## src/rtl/scan_sel_pkg.sv

```systemverilog
// Shared constants, state type and lowest-set-bit helper for the scan
// select sequencer.
package scan_sel_pkg;

   localparam int NUM_CH = 8;
   localparam int SEL_W  = 3;

   typedef enum logic {IDLE, DWELL} scan_state_t;

   // Result of a lowest-set-bit search: index plus "mask was empty" flag.
   typedef struct packed {
      logic [SEL_W-1:0] idx;
      logic             none;
   } low_t;

   // Index of the lowest set bit; idx is 0 and none is 1 for an empty mask.
   function automatic low_t lowest_set(input logic [NUM_CH-1:0] mask);
      low_t r;
      r.idx  = '0;
      r.none = 1'b1;
      for (int i = NUM_CH - 1; i >= 0; i--) begin
         if (mask[i]) begin
            r.idx  = SEL_W'(i);
            r.none = 1'b0;
         end
      end
      return r;
   endfunction

endpackage

```

## src/rtl/scan_next_chan.sv

```systemverilog
// Combinational next-channel search: finds the next enabled channel strictly
// above cur. When none is above, wrap is set and next falls back to the
// lowest enabled channel of the same mask.
module scan_next_chan
   import scan_sel_pkg::*;
(
   input  logic [NUM_CH-1:0] mask,
   input  logic [SEL_W-1:0]  cur,
   output logic [SEL_W-1:0]  next,
   output logic              wrap,
   output logic              none
);

   low_t w_low;
   logic w_hit;

   assign w_low = lowest_set(mask);

   // Scan upward from cur+1; the first set bit found is the next channel.
   always_comb begin
      w_hit = 1'b0;
      next  = w_low.idx;
      for (int i = 0; i < NUM_CH; i++) begin
         if (!w_hit && mask[i] && (SEL_W'(i) > cur)) begin
            next  = SEL_W'(i);
            w_hit = 1'b1;
         end
      end
   end

   assign wrap = !w_hit;
   assign none = w_low.none;

endmodule

```

## src/rtl/scan_sel_sequencer.sv

```systemverilog
// Channel-select sequencer for a downstream 3-to-8 one-hot decoder.
// Sweeps the enabled channels in ascending order, holding each for a
// programmable dwell. Optional sweep counter output enabled by defining
// SCAN_SWEEP_CNT_EN.
// Handshake: no valid/ready pairs; sel is meaningful only while sel_valid=1,
// and sweep_done/mask_err are single-cycle pulses with no back-pressure.
module scan_sel_sequencer
   import scan_sel_pkg::*;
#(
   parameter int DWELL_W = 8,
   parameter int SWEEP_W = 16
) (
   input  logic               clk,
   input  logic               rst,
   input  logic               start,
   input  logic               stop,
   input  logic [NUM_CH-1:0]  chan_en,
   input  logic [DWELL_W-1:0] dwell,
   output logic [SEL_W-1:0]   sel,
   output logic               sel_valid,
   output logic               busy,
   output logic               sweep_done,
`ifdef SCAN_SWEEP_CNT_EN
   output logic [SWEEP_W-1:0] sweep_cnt,
`endif
   output logic               mask_err
);

   scan_state_t        r_state;
   logic [SEL_W-1:0]   r_sel;
   logic [NUM_CH-1:0]  r_mask;
   logic [DWELL_W-1:0] r_dwell;
   logic [DWELL_W-1:0] r_cnt;
   logic               r_sweep_done;
   logic               r_mask_err;

   logic [SEL_W-1:0]   w_next;
   logic               w_wrap;
   logic               w_none;
   logic [DWELL_W-1:0] w_dwell_eff;
   low_t               w_low_in;

   // A dwell of zero behaves exactly like a dwell of one.
   assign w_dwell_eff = (dwell == '0) ? DWELL_W'(1) : dwell;
   assign w_low_in    = lowest_set(chan_en);

   scan_next_chan u_next (
      .mask (r_mask),
      .cur  (r_sel),
      .next (w_next),
      .wrap (w_wrap),
      .none (w_none)
   );

   // Scan state machine: start/stop control, dwell countdown, channel advance
   // and wrap-time resampling of the mask and dwell.
   always_ff @(posedge clk) begin
      if (rst) begin
         r_state      <= IDLE;
         r_sel        <= '0;
         r_mask       <= '0;
         r_dwell      <= '0;
         r_cnt        <= '0;
         r_sweep_done <= 1'b0;
         r_mask_err   <= 1'b0;
      end else begin
         r_sweep_done <= 1'b0;
         r_mask_err   <= 1'b0;
         case (r_state)
            IDLE: begin
               if (start && !stop) begin
                  if (w_low_in.none) begin
                     r_mask_err <= 1'b1;
                  end else begin
                     r_mask  <= chan_en;
                     r_dwell <= w_dwell_eff;
                     r_sel   <= w_low_in.idx;
                     r_cnt   <= w_dwell_eff - DWELL_W'(1);
                     r_state <= DWELL;
                  end
               end
            end
            DWELL: begin
               if (stop || w_none) begin
                  // sel keeps its last code so the decoder input is stable.
                  r_state <= IDLE;
               end else if (r_cnt != '0) begin
                  r_cnt <= r_cnt - DWELL_W'(1);
               end else if (!w_wrap) begin
                  r_sel <= w_next;
                  r_cnt <= r_dwell - DWELL_W'(1);
               end else begin
                  // End of sweep: the mask and dwell are resampled only here.
                  r_sweep_done <= 1'b1;
                  r_mask       <= chan_en;
                  r_dwell      <= w_dwell_eff;
                  if (w_low_in.none) begin
                     r_mask_err <= 1'b1;
                     r_state    <= IDLE;
                  end else begin
                     r_sel <= w_low_in.idx;
                     r_cnt <= w_dwell_eff - DWELL_W'(1);
                  end
               end
            end
            default: r_state <= IDLE;
         endcase
      end
   end

`ifdef SCAN_SWEEP_CNT_EN
   logic [SWEEP_W-1:0] r_sweep_cnt;

   // Saturating count of completed sweeps, cleared by reset or accepted start.
   always_ff @(posedge clk) begin
      if (rst) begin
         r_sweep_cnt <= '0;
      end else if (r_state == IDLE && start && !stop && !w_low_in.none) begin
         r_sweep_cnt <= '0;
      end else if (r_state == DWELL && !stop && !w_none && r_cnt == '0 &&
                   w_wrap && r_sweep_cnt != '1) begin
         r_sweep_cnt <= r_sweep_cnt + SWEEP_W'(1);
      end
   end

   assign sweep_cnt = r_sweep_cnt;
`endif

   assign sel        = r_sel;
   assign sel_valid  = (r_state == DWELL);
   assign busy       = (r_state != IDLE);
   assign sweep_done = r_sweep_done;
   assign mask_err   = r_mask_err;

endmodule
```

## config.mk

```make
export PLATFORM = sky130hd
export DESIGN_NAME = scan_sel_sequencer
export DESIGN_NICKNAME = d
export VERILOG_FILES = /design/src/rtl/scan_sel_pkg.sv /design/src/rtl/scan_next_chan.sv /design/src/rtl/scan_sel_sequencer.sv
export SDC_FILE = /design/constraint.sdc
export NUM_CORES = 1
export LEC_CHECK = 0
export CORE_ASPECT_RATIO = 2
export CORE_UTILIZATION = 52
export CTS_BUF_LIST = sky130_fd_sc_hd__clkbuf_4 sky130_fd_sc_hd__clkbuf_8
export DETAILED_ROUTE_END_ITERATION = 8
export HOLD_SLACK_MARGIN = 0.02
export PLACE_DENSITY = 0.78
export SYNTH_ARGS = -nofsm -noshare
export SYNTH_HDL_FRONTEND = slang
export SYNTH_HIERARCHICAL = 1
export SYNTH_SLANG_ARGS = --single-unit
export TNS_END_PERCENT = 30
```

## constraint.sdc

```tcl
create_clock -name clk -period 2.35 [get_ports clk]
set_input_delay 0.235 -clock clk [delete_from_list [all_inputs] [get_ports clk]]
set_output_delay 0.235 -clock clk [all_outputs]
set_load 0.005 [all_outputs]
```

==> flow_metrics.env, run 1 <==
export IMPL_crit_required_ps=2530
export IMPL_synth_edff_count=0
export IMPL_cts_repair_resize_count=0
export IMPL_root_buffer="clkbuf_8"
export IMPL_synth_top_area_share_pct=27.8
export IMPL_syn_nets=301
export IMPL_die_area_um2=4430
export IMPL_grt_pass1_vias=2546
export IMPL_yosysUniqueCellTypes=56
export IMPL_cts_hold_buf=0
export IMPL_synth_area_um2=2160
export IMPL_hold_end="r_dwell[0]"
export IMPL_r2r_slack_ps=70
export IMPL_crit_type="register to register"
export IMPL_yosys_warnings=6
export IMPL_num_vias=2485
export IMPL_syn_inst=277
export IMPL_ant_nets=0
export IMPL_drv_cap=0
export IMPL_hold_depth=2
export IMPL_grt_overflow=0
export IMPL_cts_made_buffers=5
export IMPL_r2r_start="r_cnt[5]"
export IMPL_synth_top_cell_by_area="dfxtp_1"
export IMPL_postSynthAreaPerCell_um2=7.79
export IMPL_grt_start_max_net_pins=18
export IMPL_slew_headroom_pct=66.5
export IMPL_clock_sinks=30
export IMPL_area_growth_pct=36.2
export IMPL_first_pass_iters=5
export IMPL_run_status="complete, no violations"
export IMPL_final_nets=369
export IMPL_grt_pass1_wl_mm=11.7
export IMPL_clkSlewWorstSetupHoldPaths_ps=70
export IMPL_setup_viol=0
export IMPL_dp_cells=389
export IMPL_min_from="r_dwell[0]"
export IMPL_netlist_top_cells_area="dfxtp_1, mux2i_1, nor2_1"
export IMPL_routedWlPerCell_um=18.3
export IMPL_ys_seq_area_share_pct=27.8
export IMPL_r2r_end="r_cnt[7]"
export IMPL_critPathMaxFanout=4
export IMPL_dieHeight_um=93.1
export IMPL_vdd_drop_max_mv=0.514
export IMPL_worst_skew_pair_late_latency_ps=290
export IMPL_cts_max_path_buffers=2
export IMPL_num_io_pins=27
export IMPL_start_util_pct=55.0
export IMPL_drive_gt1_share_pct=19.9
export IMPL_worstMarginPinSlew_ps=498
export IMPL_h_tree_depth=2
export IMPL_postCtsSetupBuffers=0
export IMPL_diodes=0
export IMPL_arrival_ps=2460
export IMPL_ys_ff_latch=30
export IMPL_dp_hpwl_mm=5.39
export IMPL_async_flop_share_pct=0
export IMPL_die_w_um=47.6
export IMPL_hold_class="register to register"
export IMPL_fmax_mhz=438
export IMPL_rsz0062_at_grt="no"
export IMPL_routed_wl_mm=7.28
export IMPL_synth_most_common_cell="nor2_1"
export IMPL_start_kind="register"
export IMPL_leakagePower_nw=1.29
export IMPL_via_per_inst=6.26
export IMPL_r2r_cells=6
export IMPL_gp_congestion=1.00
export IMPL_min_period_over_period_pct=97.1
export IMPL_endpoint_kind="register"
export IMPL_powerDensity_nw_per_um2=614
export IMPL_skew_ps=6.68
export IMPL_io_buffers=26
export IMPL_drc=0
export IMPL_fin_cells=397
export IMPL_core_um2=3920
export IMPL_finalHoldViolCount=0
export IMPL_groute_usage_overall_pct=37.4
export IMPL_cts_tree="yes"
export IMPL_fin_tns_setup_ps=0
export IMPL_final_max_slew_viol_count=0
export IMPL_synth_common_cells="nor2_1, dfxtp_1, nand2_1, a21oi_1, mux2i_1"
export IMPL_drtIter0Drc=133
export IMPL_rows=32
export IMPL_synthFlopType="dfxtp_1"
export IMPL_period_minus_slack_ps=2280
export IMPL_antenna_found_initial=0
power breakdown:
group | internal, mW | total (mW) | switching, mW
Sequential | 0.540 | 0.581 | 0.0408
Clock | 0.452 | 0.669 | 0.217
Combinational | 0.263 | 0.556 | 0.293
Total | 1.26 | 1.81 | 0.551
how the worst max path moves through the flow:
stage,start,endpoint,slack [ps],cells after the start
after floorplan,sel[2],r_cnt[6],60,10
after global placement,dwell[2],r_cnt[4],70,9
after detailed placement,dwell[3],r_cnt[5],20,6
after CTS,sel[1],r_cnt[5],30,9
after global routing,sel[2],r_cnt[5],10,9
final,r_cnt[5],r_cnt[7],70,6
through the flow:
stage / hold slack (ps) / power (mW) / setup slack [ps] / utilization (%) / area [um^2]
CTS: 506 / 1.78 / 30.4 / 74.2 / 2910
floorplan: 379 / 0.890 / 64.8 / - / 2160
finish: 506 / 1.81 / 69.0 / 74.9 / 2940
detailed placement: 495 / 1.11 / 17.7 / 70.6 / 2770
global route: 531 / 1.88 / 13.0 / 74.9 / 2940
global placement: 482 / 1.10 / 72.7 / 70.6 / 2770
metal layers:
metal,global-route usage [%],vias up,wire [um]
li1,-,1151,-
met1,31.6,1171,2330
met2,64.6,116,4040
met3,12.7,47,374
met4,28.5,0,539
met5,0,-,0
cell usage in the layout, fill, tap and decap left out, drive strengths merged, types with 2 or more instances in the layout:
master         count
buf               48
nor2              41
dfxtp             30
clkdlybuf4s50     26
nand2             22
mux2i             17
a21oi             17
inv               13
o21ai             11
nor4               9
xor2               9
nand2b             8
nor2b              8
clkbuf             6
a31oi              6
or4                5
nand3              5
nor3               5
o31ai              4
xnor2              4
a32oi              4
nor3b              4
ha                 4
and2               2
or3                2
a211o              2
a21o               2
a311oi             2
a32o               2
o32ai              2
a2111oi            2
o22ai              2
bufinv             2
a2bb2oi            2
o211ai             2
o41ai              2
or2                2
cell families (layout without fill, tap and decap cells):
group	count (synthesis)	in the layout	synth area share [%]
buffers and inverters	26	95	5.74
XOR/XNOR	13	13	5.28
AO/OA/AOI/OAI	71	71	24.2
multiplexers	18	18	8.41
flip-flops	30	30	27.8
AND/OR/NAND/NOR	115	115	26.2
adder cells (fa/ha/maj)	4	4	2.32
final cells by class:
class	count	area (um^2)
multi-input combinational	221	1450
inverter	13	48.8
clock buffer	6	82.6
clock inverter	2	60.1
tap	51	63.8
fill	310	983
sequential	30	603
timing repair buffer	74	628
sequential cells by signal (all words and copies together), names as in the netlist:
name / cells
sweep_done: 1
r_mask: 8
r_cnt: 8
busy: 1
r_dwell: 8
sel: 3
mask_err: 1
critical path: stages, from the launching register on:
cell and delay, ps:
dfxtp_1 340, or4_1 650, buf_4 210, nor4_1 380
mux2_2 410, nand2_1 100, a31oi_1 90
No activity file was read; power rests on OpenSTA's default activity.
==> run 2, diff against run 1 <==
Settings changed: CORE_UTILIZATION 52 to 30, HOLD_SLACK_MARGIN 0.02 to default, PLACE_DENSITY 0.78 to default.
Clock period 2.35 ns to 2.5 ns, I/O delays scaled along.
==> flow_metrics.env, run 2 (synthesized netlist as in run 1, its figures left out) <==
export IMPL_run_status="complete, no violations"
export IMPL_finalHoldViolCount=0
export IMPL_final_common_cell="nor2_1"
export IMPL_fmax_mhz=430
export IMPL_root_buffer="clkbuf_8"
export IMPL_drtIter0Drc=160
export IMPL_leakagePower_nw=1.18
export IMPL_use_met3_pct=5.41
export IMPL_area_growth_pct=29.9
export IMPL_grt_pass1_wl_mm=11.2
export IMPL_diodes=0
export IMPL_routedWlPerCell_um=16.9
export IMPL_die_w_um=62.0
export IMPL_multi_input_comb_area_um2=1450
export IMPL_clkSlewWorstSetupHoldPaths_ps=60
export IMPL_io_buffers=26
export IMPL_gp_congestion=0.920
export IMPL_hold_end="r_dwell[0]"
export IMPL_fin_cells=420
export IMPL_antenna_found_initial=0
export IMPL_final_nets=354
export IMPL_num_io_pins=27
export IMPL_fill_cells=718
export IMPL_use_met2_pct=38.0
export IMPL_drive_gt1_share_pct=14.5
export IMPL_grt_pass1_vias=2276
export IMPL_endpoint_kind="register"
export IMPL_groute_usage_overall_pct=20.9
export IMPL_powerDensity_nw_per_um2=504
export IMPL_start_kind="register"
export IMPL_setup_viol=0
export IMPL_num_vias=2303
export IMPL_worst_skew_pair_late_latency_ps=300
export IMPL_r2r_slack_ps=170
export IMPL_drc=0
export IMPL_arrival_ps=2510
export IMPL_dp_hpwl_mm=5.52
export IMPL_first_pass_iters=4
export IMPL_worstMarginPinSlew_ps=473
export IMPL_cts_made_buffers=5
export IMPL_slew_headroom_pct=67.6
export IMPL_hold_class="register to register"
export IMPL_fin_tns_setup_ps=0
export IMPL_r2r_end="r_cnt[0]"
export IMPL_busiest_layer="met2"
export IMPL_core_um2=6940
export IMPL_final_max_slew_viol_count=0
export IMPL_r2r_start="r_cnt[5]"
export IMPL_holdWs_ps=516
export IMPL_min_period_over_period_pct=93.0
export IMPL_ant_nets=0
export IMPL_dp_cells=412
export IMPL_grt_start_max_net_pins=21
export IMPL_grt_util_met1_pct=17.5
export IMPL_period_minus_slack_ps=2330
export IMPL_fin_util_pct=40.4
export IMPL_hold_depth=2
export IMPL_routed_wl_mm=7.12
export IMPL_crit_type="register to register"
export IMPL_dieHeight_um=122
export IMPL_drv_cap=0
export IMPL_min_from="r_dwell[0]"
export IMPL_grt_overflow=0
export IMPL_reg_top3="r_cnt: 8 flops, r_dwell: 8 flops, r_mask: 8 flops"
export IMPL_critPathMaxFanout=6
export IMPL_rows=43
export IMPL_r2r_cells=5
export IMPL_clock_sinks=30
export IMPL_skew_ps=7.75
export IMPL_cts_tree="yes"
export IMPL_start_util_pct=31.1
export IMPL_layout_common_cells="nor2_1, buf_4, dfxtp_1, clkdlybuf4s50_1, nand2_1"
export IMPL_via_per_inst=5.48
export IMPL_rsz0062_at_grt="no"
export IMPL_die_area_um2=7560
export IMPL_cts_max_path_buffers=2
export IMPL_area_sequential_um2=603
export IMPL_h_tree_depth=2
export IMPL_crit_required_ps=2690
export IMPL_cts_hold_buf=0
export IMPL_vdd_drop_max_mv=0.200
[run 2: cell count changes in the layout (fill, tap and decap cells not counted), moves of 2 or more]
cell,previous run,this run
clkinv_2,0,2
buf_6,2,0
buf_4,46,31
bufinv_16,2,0
[run 2: routing by layer]
metal	share of wire [%]	up-vias	wire length, um
met2	57	74	4050
met1	33	1083	2360
met5	0	-	0
met4	6.2	0	441
li1	-	1121	-
met3	3.8	25	270
[run 2: per-stage QoR]
stage | setup slack (ps) | total power [mW] | instance area (um^2)
2_1_floorplan | 132 | 0.835 | 2160
3_3_place_gp | 98.8 | 1.02 | 2710
3_5_place_dp | 54.0 | 1.03 | 2710
6_report | 174 | 1.41 | 2800
4_1_cts | 38.4 | 1.41 | 2790
5_1_grt | 8.57 | 1.49 | 2800
[run 2: repair_timing]
action,CTS,global route
buffers inserted,0,0
resized for setup,0,3
endpoints found under the setup margin,0,27
[run 2: where the power goes]
group	leakage (nW)	total, mW	internal [mW]	switching, mW
Combinational	0.892	0.484	0.228	0.256
Clock	0.0438	0.382	0.186	0.196
Sequential	0.246	0.547	0.508	0.0393
[run 2: how the worst max path moves through the flow]
stage | startpoint | endpoint | slack (ps) | cells past startpoint
floorplan | sel[2] | r_cnt[6] | 130 | 10
global placement | sel[1] | r_cnt[0] | 100 | 9
detailed placement | sel[1] | r_cnt[6] | 50 | 8
CTS | sel[1] | r_cnt[0] | 40 | 9
global route | r_cnt[5] | sweep_done | 9 | 4
finish | r_cnt[5] | r_cnt[0] | 170 | 5
[run 2: area by class of cell]
class / instances / area share (%)
clock buffers: 5 / 2.45
clock inverters: 2 / 0.357
inverters: 13 / 1.74
multi-input cells: 222 / 51.6
flip-flops and latches: 30 / 21.5
well taps: 90 / 4.02
repair buffers: 58 / 18.3
[run 2: worst max-delay path, cell delays in order (launching register included)]
cell     delay (ps)
dfxtp_1         340
or4_1           620
or3_1           510
nor3_1          350
o21ai_1         120
a32o_1          270
